### config.mk
export PLATFORM = sky130hd
export DESIGN_NAME = fetch_sequencer
export DESIGN_NICKNAME = d
export VERILOG_FILES = /design/src/rtl/fetch_pkg.sv /design/src/rtl/fetch_sequencer_perf_counter.sv /design/src/rtl/fetch_sequencer.sv
export SDC_FILE = /design/constraint.sdc
export NUM_CORES = 1
export LEC_CHECK = 0
export CAP_MARGIN = 15
export CORE_MARGIN = 3
export CORE_UTILIZATION = 35
export CTS_BUF_LIST = sky130_fd_sc_hd__clkbuf_4 sky130_fd_sc_hd__clkbuf_8
export DETAILED_ROUTE_END_ITERATION = 12
export GPL_TIMING_DRIVEN = 0
export PLACE_DENSITY = 0.67
export SLEW_MARGIN = 25
export SYNTH_ARGS = -nofsm -noshare
export SYNTH_HDL_FRONTEND = slang
export SYNTH_HIERARCHICAL = 1
export SYNTH_SLANG_ARGS = --single-unit
### constraint.sdc
create_clock -name clk -period 4 [get_ports clk]
set_input_delay 0.8 -clock clk [delete_from_list [all_inputs] [get_ports clk]]
set_output_delay 0.8 -clock clk [all_outputs]
set_load 0.1 [all_outputs]
### src/rtl/fetch_pkg.sv
// Shared types and constants for the fetch sequencer.
package fetch_pkg;

  typedef enum logic [2:0] {
    ST_IDLE  = 3'd0,
    ST_FETCH = 3'd1,
    ST_EXEC  = 3'd2,
    ST_HALT  = 3'd3,
    ST_FAULT = 3'd4
  } fetch_state_t;

  localparam logic [31:0] NOP_INSTR        = 32'h0000_0013;
  localparam logic [31:0] DEFAULT_RESET_PC = 32'h0000_0000;

  // Instruction targets must be word aligned; the low two bits flag a fault.
  function automatic logic is_misaligned(input logic [31:0] addr);
    return addr[1:0] != 2'b00;
  endfunction

endpackage

### src/rtl/fetch_sequencer_perf_counter.sv
// Free-running event counter, wraps modulo 2^W.
module perf_counter #(
  parameter int W = 32
) (
  input  logic         clk,
  input  logic         rst,
  input  logic         inc,
  output logic [W-1:0] count
);

  logic [W-1:0] r_count;

  // Count qualified events; cleared by synchronous reset.
  always_ff @(posedge clk) begin
    if (rst) begin
      r_count <= '0;
    end else if (inc) begin
      r_count <= r_count + {{(W-1){1'b0}}, 1'b1};
    end
  end

  assign count = r_count;

endmodule

### src/rtl/fetch_sequencer.sv
// PC owner and instruction-fetch sequencer for the single-cycle core.
//
//   state | meaning
//   IDLE  | one dead cycle after reset before the first request
//   FETCH | imem_req high at pc, waiting for imem_ack
//   EXEC  | instr valid, waiting for an unstalled commit
//   HALT  | self-loop jump retired, terminal until rst
//   FAULT | misaligned target seen, terminal until rst
module fetch_sequencer
  import fetch_pkg::*;
#(
  parameter logic [31:0] RESET_PC = DEFAULT_RESET_PC,
  parameter int          CNT_W    = 32
) (
  input  logic             clk,
  input  logic             rst,
  input  logic [31:0]      next_pc,
  input  logic             commit,
  input  logic             stall,
  output logic             imem_req,
  output logic [31:0]      imem_addr,
  input  logic             imem_ack,
  input  logic [31:0]      imem_rdata,
  output logic [31:0]      pc,
  output logic [31:0]      instr,
  output logic             instr_valid,
  output logic             halted,
  output logic             fault,
  output logic [31:0]      fault_addr,
  output logic [CNT_W-1:0] cycle_cnt,
  output logic [CNT_W-1:0] instret_cnt
);

  fetch_state_t r_state;
  logic [31:0]  r_pc;
  logic [31:0]  r_instr;
  logic [31:0]  r_fault_addr;
  logic         r_imem_req;
  logic         r_instr_valid;
  logic         r_halted;
  logic         r_fault;

  logic         w_exec_commit;
  logic         w_retire;

  assign w_exec_commit = (r_state == ST_EXEC) && commit && !stall;
  // A faulting commit does not retire; halt does.
  assign w_retire      = w_exec_commit && !is_misaligned(next_pc);

  // State, PC and the Moore output flags, all updated together so the flags
  // always match the state they are decoded from.
  always_ff @(posedge clk) begin
    if (rst) begin
      r_state       <= ST_IDLE;
      r_pc          <= RESET_PC;
      r_instr       <= NOP_INSTR;
      r_fault_addr  <= 32'h0;
      r_imem_req    <= 1'b0;
      r_instr_valid <= 1'b0;
      r_halted      <= 1'b0;
      r_fault       <= 1'b0;
    end else begin
      case (r_state)
        ST_IDLE: begin
          r_state    <= ST_FETCH;
          r_imem_req <= 1'b1;
        end
        ST_FETCH: begin
          if (imem_ack) begin
            r_instr       <= imem_rdata;
            r_state       <= ST_EXEC;
            r_imem_req    <= 1'b0;
            r_instr_valid <= 1'b1;
          end
        end
        ST_EXEC: begin
          if (w_exec_commit) begin
            r_instr_valid <= 1'b0;
            if (is_misaligned(next_pc)) begin
              r_state      <= ST_FAULT;
              r_fault      <= 1'b1;
              r_fault_addr <= next_pc;
            end else if (next_pc == r_pc) begin
              r_state  <= ST_HALT;
              r_halted <= 1'b1;
            end else begin
              r_pc       <= next_pc;
              r_state    <= ST_FETCH;
              r_imem_req <= 1'b1;
            end
          end
        end
        ST_HALT, ST_FAULT: begin
          r_state <= r_state;
        end
        default: begin
          r_state       <= ST_IDLE;
          r_imem_req    <= 1'b0;
          r_instr_valid <= 1'b0;
          r_halted      <= 1'b0;
          r_fault       <= 1'b0;
        end
      endcase
    end
  end

  perf_counter #(.W(CNT_W)) u_cycle_cnt (
    .clk   (clk),
    .rst   (rst),
    .inc   (1'b1),
    .count (cycle_cnt)
  );

  perf_counter #(.W(CNT_W)) u_instret_cnt (
    .clk   (clk),
    .rst   (rst),
    .inc   (w_retire),
    .count (instret_cnt)
  );

  assign imem_req    = r_imem_req;
  assign imem_addr   = r_pc;
  assign pc          = r_pc;
  assign instr       = r_instr;
  assign instr_valid = r_instr_valid;
  assign halted      = r_halted;
  assign fault       = r_fault;
  assign fault_addr  = r_fault_addr;

endmodule

==> impl_metrics.py, run 1 <==
metrics = {
    "synthesis": {
        "ys_types": 45,
        "syn_avg_cell_area_um2": 8.38,
        "yosysWarnings": 6,
        "ys_ff_latch": 167,
        "synth_area_leaders": "dfxtp_1 (45%), nand2_1 (11%), a21oi_1 (6.3%), xnor2_1 (4.8%), mux2i_1 (4.3%)",
        "yosysTopAreaCell": "dfxtp_1",
        "syn_nets": 966,
        "synth_area_um2": 7500,
        "seq_area_frac_synth": 0.446,
        "synthCells": 895,
        "synth_top_area_frac": 0.446,
    },
    "final_layout": {
        "final_common_cell": "clkdlybuf4s50_1",
        "drive_gt1_frac": 0.0840,
        "final_nets": 1249,
        "antenna-diode-count": 0,
        "fillCellCount": 1993,
        "final_cell_mix": "clkdlybuf4s50_1 (264), nand2_1 (212), dfxtp_1 (167), a21oi_1 (95), nor2_1 (46)",
        "syn_to_final_growth_pct": 45.0,
    },
    "clock_tree": {
        "clk_pin_slew_ps": 90,
        "cts_root_buf": "clkbuf_8",
        "ctsResizeCount": 0,
        "cts_tree": "done",
        "numCtsBuffers": 17,
        "ctsHtreeMaxLevel": 4,
        "clock-sinks": 167,
        "holdBufCountCts": 0,
        "postCtsSetupRepairBufs": 0,
        "insertion_delay_ps": 450,
        "cts_buffer_depth": 2,
    },
    "global_routing": {
        "grt_usage": 0.193,
        "grt_first_pass_wirelength_mm": 36.7,
        "grt_max_degree": 17,
        "grt_pass1_vias": 6800,
        "grt-ovfl-total": 0,
        "antenna_found_initial": 0,
    },
    "hold_path": {
        "min_from": "instr[26]",
        "hold_path.class": "reg2reg",
    },
    "timing": {
        "hold_violations": 0,
        "period_share": 0.896,
        "slew_viol_final": 0,
        "maxSlewHeadroom": 0.305,
        "fin_crit_ps": 3580,
        "tightest_slew_ps": 1040,
        "setup_viol": 0,
        "fmaxAchievable_mhz": 279,
        "clock_skew_ps": 17.2,
        "rsz0062_at_grt": "false",
        "tns_ps": 0,
    },
    "setup_path": {
        "critPathLaunchType": "input pin",
        "required_ps": 4320,
        "crit_fanout": 10,
        "r2r-start": "r_state[0]",
        "cp_slowest_cell": "nor2_1",
        "crit_chain": "clkdlybuf4s50_1, or2_2, nor2_1, and4_1, clkbuf_1, nand4_1, clkbuf_1, o31ai_1, a21oi_1",
        "max_stage_delay_ps": 540,
        "path_class": "in2reg",
        "startpoint": "next_pc[0]",
        "crit_path_frequent_cell": "clkbuf_1",
        "end_kind": "flop",
        "worstPathArrival_ps": 3910,
    },
    "detailed_routing": {
        "drt_iter0_markers": 255,
        "finalWirelength_mm": 23.0,
        "drtAntennaViolNets": 0,
        "via_per_inst": 4.91,
        "vias": 7175,
        "drc": 0,
        "dr.pass1.iters": 4,
        "wl_per_cell_um": 15.8,
    },
    "power_and_ir_drop": {
        "ir_drop_mv": 0.172,
        "internal_power_uw": 2440,
        "power_per_cell_area_nw_per_um2": 322,
        "power.leakage_uw": 0.00367,
        "pwr-share-comb": 0.160,
        "clkPwrFrac": 0.350,
        "seqPwrFrac": 0.490,
        "total_power_uw": 3500,
        "swShare": 0.302,
        "p_sw_uw": 1060,
    },
    "placed_design": {
        "port_buffers": 264,
        "dp_hpwl_mm": 17.7,
        "gp_congestion": 0.836,
    },
    "status": {
        "status": "completed",
    },
    "floorplan": {
        "ios": 265,
        "initial_core_util": 0.363,
        "rows": 52,
        "die_h_um": 152,
        "core_area_um2": 20600,
        "die_w_um": 152,
        "dieArea_um2": 23200,
    },
    "run": {
        "maxCapViolCount": 0,
    },
}
==> worst paths after layout <==
kind / slack (ps) / end / cells past startpoint
worst max-delay path: 420 / u_instret_cnt/count[28] / 9
worst min register to register: 460 / instr[26] / 2
worst max register to register: 810 / u_instret_cnt/count[28] / 10
worst min-delay path: 460 / instr[26] / 2
==> cells in the mapped netlist, drive strengths merged <==
library cell and number:
a21oi 95, nor3b 4, mux2i 32, o31ai 17, nor3 14, a21boi 1
buf 42, inv 11, nand2 212, nand4 30, o311a 1, or2 4
or3 11, xnor2 41, a41oi 1, o211ai 1, and2 2, o22ai 1
a311o 1, xor2 16, nand3 23, or4 20, a2111oi 1, dfxtp 167
and3 8, a211oi 2, conb 1, ha 2, nor4 7, nand2b 1
nor2b 11, clkbuf 42, and4 6, o21ai 10, mux2 11, nor2 46
==> registers in the layout, indices dropped and copies added, names as in the netlist <==
register             cells
u_cycle_cnt/count       32
u_instret_cnt/count     32
instr                   32
fault                    1
r_state                  3
fault_addr              32
imem_req                 1
imem_addr               32
instr_valid              1
halted                   1
==> metal layers <==
metal	track usage	vias to the layer above	wire (um)
li1	-	3588	-
met1	0.240	3305	9980
met2	0.324	249	10900
met3	0.0542	33	1600
met4	0.0634	0	510
met5	0	-	0
==> power by group through the flow <==
stage                     Combinational (uW)  Clock [uW]  Sequential [uW]
after global placement                   559           0             1750
after detailed placement                 561           0             1750
final                                    559        1220             1710
after floorplan                          150           0             1970
after CTS                                563        1270             1710
after global routing                     592        1330             1720
==> metrics by stage <==
step	hold slack [ps]	instance area, um2	worst slack (ps)	instances	util
after floorplan	530	7500	1110	895	-
after global placement	441	10500	2.21	1429	0.508
after detailed placement	446	10500	-48.4	1429	0.508
after CTS	458	10900	451	1461	0.527
after global routing	476	10900	230	1461	0.527
final	456	10900	416	1461	0.527
==> critical path, delay by kind of cell <==
family	cells	cell delay (ps)
buffers and inverters	3	1080
and+or+nand+nor	4	1610
AOI/OAI and AO/OA	2	410
==> kinds of logic after synthesis <==
kind of cell,Yosys count,share of synthesized area
XOR/XNOR,57,0.0666
flip-flops,167,0.446
buffers and inverters,95,0.0686
AO/OA/AOI/OAI,131,0.0985
AND/OR/NAND/NOR,399,0.257
adder cells (fa/ha/maj),2,0.00334
other,1,0.000500
multiplexers,43,0.0593
==> cell type report <==
type / count / area [um2] / area share
clock buffer: 19 / 249 / 0.0229
clock inverter: 13 / 144 / 0.0132
inverter: 11 / 41.3 / 0.00380
tap: 270 / 338 / 0.0311
multi-input combinational: 633 / 3640 / 0.335
timing repair buffer: 264 / 2640 / 0.243
sequential: 167 / 3340 / 0.308
buffer: 84 / 473 / 0.0435
(Power assumes the default switching activity.)
==> inputs of run 2 (changes only) <==
GPL_ROUTABILITY_DRIVEN = 0   (was not set)
==> results of run 2 <==
No change in the layout: final DEF, timing and power equal those of run 1.
==> edit 1 (flow settings as in run 2) <==
The parameter `CNT_W` goes from 32 to 36.
--- a/src/rtl/fetch_sequencer.sv
+++ b/src/rtl/fetch_sequencer.sv
@@ -11,5 +11,5 @@
 #(
   parameter logic [31:0] RESET_PC = DEFAULT_RESET_PC,
-  parameter int          CNT_W    = 32
+  parameter int          CNT_W    = 36
 ) (
   input  logic             clk,
Interface: changed (resized cycle_cnt and instret_cnt); port bits go from 265 to 273. No check against the original RTL was run, so the function may have changed too.
==> edit 1 against run 2 <==
Worst setup slack better by 0.043 ns; maximum frequency up 1.2%; combinational power about the same; utilization down 0.90 points; clock power rose by 9%; routed wire length is 7.2% higher; area after synthesis increased by 5.1%; register-to-register slack gained 0.11 ns; cell count grew 4.2%; sequential cell count up 8; total power rose by 5.2%; final area is 4.7% higher; global-route usage increased by 0.50 points; critical path type unchanged.
==> edit 1: results (changes against run 2) <==
| Metric | Value |
|---|---|
| First-pass GRT wire length | 38600 um (+5.2%) |
| Synth Area in Compound Gates | 0.125 (+0.0267) |
| Met2 usage in global routing | 0.335 (+0.0112) |
| Commonest cells post-synth | nand2_1 (211), dfxtp_1 (175), a21oi_1 (115) |
| Clock-net power | 1.33 mW (+9%) |
| Fin cells | 1523 (+4.2%) |
| Slew headroom | 0.299 (-0.00612) |
| Post-DP HPWL | 18600 um (+5.1%) |
| Mux share of post-synthesis cell area | 0.0450 (-0.0143) |
| Met3 GRT Util | 0.0422 (-0.0121) |
| Net Sw Frac | 0.287 (-0.0154) |
| Dpl cell area | 0.0109 mm^2 (+4.5%) |
| Met1 usage | 0.253 (+0.0128) |
| DR iter-0 viols | 425 (+67%) |
| Wl on met1 | 10900 um (+9.2%) |
| DR WL/cell | 16.2 um (+2.9%) |
| Routed wl met2 | 12000 um (+9.5%) |
| Slowest CP cell | clkdlybuf4s50_1 |
| Filler cells | 2072 (+4.0%) |
| Final net count | 1302 (+4.2%) |
| Vias in the first global route | 7082 (+4.1%) |
| Clk_skew | 0.0114 ns (-0.00585 ns) |
| XOR/XNOR Fraction of Synth Area | 0.0589 (-0.00765) |
| Final Worst Setup Slack | 0.459 ns (+0.0426 ns) |
| Synth cell types | 43 (-4.4%) |
| Number of port buffers | 272 (+3.0%) |
| Status | finished, final reports clean |
| Pre-CTS setup slack | -0.220 ns (-0.172 ns) |
| Syn Inst Count | 940 (+5.0%) |
| Met3 wire length | 1420 um (-12%) |
| Number of antenna diodes | 0 (unchanged) |
| Sequential share of the synthesized area | 0.445 (-0.00113) |
| Crit path DAT | 3.89 ns (-0.02 ns) |
| Seq group | 1.79 mW (+5%) |
| Drt via density | 5.06 (+2.9%) |
| Leak pwr | 3.75 nW (+2.1%) |
| Gr usage total | 0.198 (+0.00498) |
| Layout cells sized above 1 | 0.0748 (-0.00914) |
| Synth Area in Adders | 0.00318 (-0.000161) |
| Synth area leaders | dfxtp_1 (44%), nand2_1 (10%), a21oi_1 (7.3%) |
| R2r setup slk | 0.92 ns (+0.11 ns) |
| First-pass DRT Iterations | 5 (+1) |
| Min-Delay Startpoint | instr[6]$_SDFFE_PP0P_ |
| Hold Path Sink | instr[6]$_SDFFE_PP0P_ |
edit 1: cell types whose count changed in the layout (fill, tap and decap cells not counted), sizes merged, moves of 7 or more:
| cell | before | now |
|---|---|---|
| nor2b | 11 | 4 |
| nor2 | 46 | 34 |
| clkdlybuf4s50 | 264 | 272 |
| nor3 | 14 | 7 |
| a21oi | 95 | 115 |
| dfxtp | 167 | 175 |
| clkbuf | 61 | 69 |
| mux2 | 11 | 3 |
| o31ai | 17 | 36 |
| or4 | 20 | 40 |
edit 1: final cells by class:
| class | instances | share of cell area |
|---|---|---|
| multi-input combinational | 656 | 0.334 |
| sequential | 175 | 0.308 |
| timing repair buffer | 272 | 0.239 |
| buffer | 93 | 0.0454 |
| tap | 280 | 0.0308 |
| clock buffer | 22 | 0.0255 |
| clock inverter | 9 | 0.0118 |
| inverter | 16 | 0.00528 |
==> edit 2 (settings of run 2) <==
Made on the original files. Put a register stage on the output `instret_cnt`. The value now appears one clock later. The other outputs are not delayed to match.
--- a/src/rtl/fetch_sequencer.sv
+++ b/src/rtl/fetch_sequencer.sv
@@ -31,4 +31,6 @@
   output logic [CNT_W-1:0] instret_cnt
 );
+
+  logic [CNT_W-1:0] instret_cnt_d;
 
   fetch_state_t r_state;
@@ -116,5 +118,5 @@
     .rst   (rst),
     .inc   (w_retire),
-    .count (instret_cnt)
+    .count (instret_cnt_d)
   );
 
@@ -128,4 +130,8 @@
   assign fault_addr  = r_fault_addr;
 
+  always_ff @(posedge clk) begin
+    instret_cnt <= instret_cnt_d;
+  end
+
 endmodule
 
Function: changed (a bounded check fails within 4 cycles, from zero or initial values and one cycle with rst high).
==> edit 2 against run 2 <==
Critical path depth is 1 higher; worst setup slack improved by 0.066 ns; area after synthesis rose by 8.8%; global-route usage shrank 1.0 points; routed wire length grew 3.3%; via count rose by 2.7%; maximum frequency rose by 1.9%; final area is 6.5% higher; critical endpoint is now u_instret_cnt/count[26]$_SDFFE_PP0P_; sequential cell count increased by 32; hold slack lost 0.074 ns.
Power is not compared: it rests on default switching activity, and its combinational part moved more than twofold at a synthesized area within 25%.
==> edit 2: results (changes against run 2) <==
| Metric | Value |
|---|---|
| Largest net degree at the start of global routing | 19 (+2) |
| Synth Warn # | 6 (unchanged) |
| DR WL/cell | 15.5 um (-1.6%) |
| Pre-CTS setup slack | 0.0196 ns (+0.0680 ns) |
| Gr usage total | 0.183 (-0.0102) |
| Vias in the first global route | 6886 (+1.3%) |
| PD cells | 392 mW/mm^2 |
| Synth area leaders | dfxtp_1 (49%), nand2_1 (9.7%), a21oi_1 (5.5%) |
| CTS resizes | 0 (unchanged) |
| First-pass DRT Iterations | 4 (unchanged) |
| Synth cell types | 51 (+13%) |
| Filler cells | 2178 (+9.3%) |
| Leak pwr | 3.93 nW |
| Initial antenna violation count | 0 (unchanged) |
| Sequential share of the synthesized area | 0.488 (+0.0423) |
| Synth Net Count | 997 (+3.2%) |
| Clk_skew | 0.0239 ns (+0.00671 ns) |
| Layout cells sized above 1 | 0.0828 (-0.00118) |
| Final net count | 1280 (+2.5%) |
| DR iter-0 viols | 368 (+44%) |
| Worst skew pair latency | 0.46 ns |
| Commonest cells post-synth | nand2_1 (210), dfxtp_1 (199), a21oi_1 (90) |
| Status | finished, final reports clean |
| H-Tree Depth | 4 (unchanged) |
| Worst Tran Pin Value | 1.07 ns (+0.0308 ns) |
| Crit path DAT | 3.85 ns (-0.06 ns) |
| First-pass GRT wire length | 36400 um (-0.83%) |
| Post-DP HPWL | 18000 um (+1.7%) |
| DR vias | 7372 (+2.7%) |
| Min-Delay Path Class | reg -> reg |
edit 2: cell types whose count changed after synthesis, moves of 3 or more:
cell	delta
dfxtp_1	+32
a21oi_1	-5
clkbuf_1	-3
inv_1	-3
nor2_1	+3
edit 2: area by class of cell:
| class | instances | area share |
|---|---|---|
| inverter | 8 | 0.00259 |
| tap | 313 | 0.0338 |
| sequential | 199 | 0.344 |
| clock buffer | 18 | 0.0209 |
| timing repair buffer | 264 | 0.228 |
| clock inverter | 12 | 0.0120 |
| buffer | 84 | 0.0416 |
| multi-input combinational | 635 | 0.316 |
edit 2: cells by family (layout without fill, tap and decap cells):
kind of cell    count (synthesis)  in the layout  synth area share
xor+xnor                       57             57            0.0612
mux                            45             45            0.0571
buf+inv                        92            386            0.0627
compound gates                129            129            0.0908
other cells                     1              1          0.000460
flops                         199            199             0.488
fa+ha+maj                       2              2           0.00307
simple gates                  401            401             0.236
edit 2: final timing paths:
| kind | start | end | slack (ns) | cells past startpoint |
|---|---|---|---|---|
| min reg2reg | u_instret_cnt/count[31]$_SDFFE_PP0P_ | instret_cnt[31]$_DFF_P_ | 0.38 | 0 |
| min | u_instret_cnt/count[31]$_SDFFE_PP0P_ | instret_cnt[31]$_DFF_P_ | 0.38 | 0 |
| max | next_pc[0] | u_instret_cnt/count[26]$_SDFFE_PP0P_ | 0.48 | 10 |
| max reg2reg | r_state[0]$_SDFFE_PP0P_ | u_instret_cnt/count[26]$_SDFFE_PP0P_ | 0.95 | 9 |
edit 2: per-layer routing:
metal / wire length, um / vias to the layer above / global-route usage
li1: - / 3695 / -
met5: 0 / - / 0
met4: 304 / 0 / 0.0455
met3: 1230 / 21 / 0.0400
met2: 11900 / 188 / 0.317
met1: 10300 / 3468 / 0.231
edit 2: worst max-delay path, stage by stage:
cell	delay, ns
clkdlybuf4s50_1	0.48
or2_1	0.25
clkbuf_1	0.20
nor3_4	0.40
and4_1	0.26
clkbuf_1	0.24
nand4_1	0.43
clkbuf_1	0.38
o31ai_1	0.31
a21oi_1	0.09
edit 2: power groups by stage:
| stage | registers [mW] | clock network [mW] | logic [mW] |
|---|---|---|---|
| after floorplan | 2.63 | 0 | 0.360 |
| after global placement | 2.15 | 0 | 1.15 |
| after detailed placement | 2.15 | 0 | 1.16 |
| after CTS | 2.11 | 1.32 | 1.16 |
| after global routing | 2.12 | 1.39 | 1.22 |
| final | 2.11 | 1.27 | 1.16 |
edit 2: metrics by stage:
stage           util  cell area, um^2  std cells
2_1_floorplan      -             8160        926
3_3_place_gp   0.491            11200       1503
3_5_place_dp   0.491            11200       1503
4_1_cts        0.508            11600       1533
5_1_grt        0.508            11600       1533
6_report       0.508            11600       1533
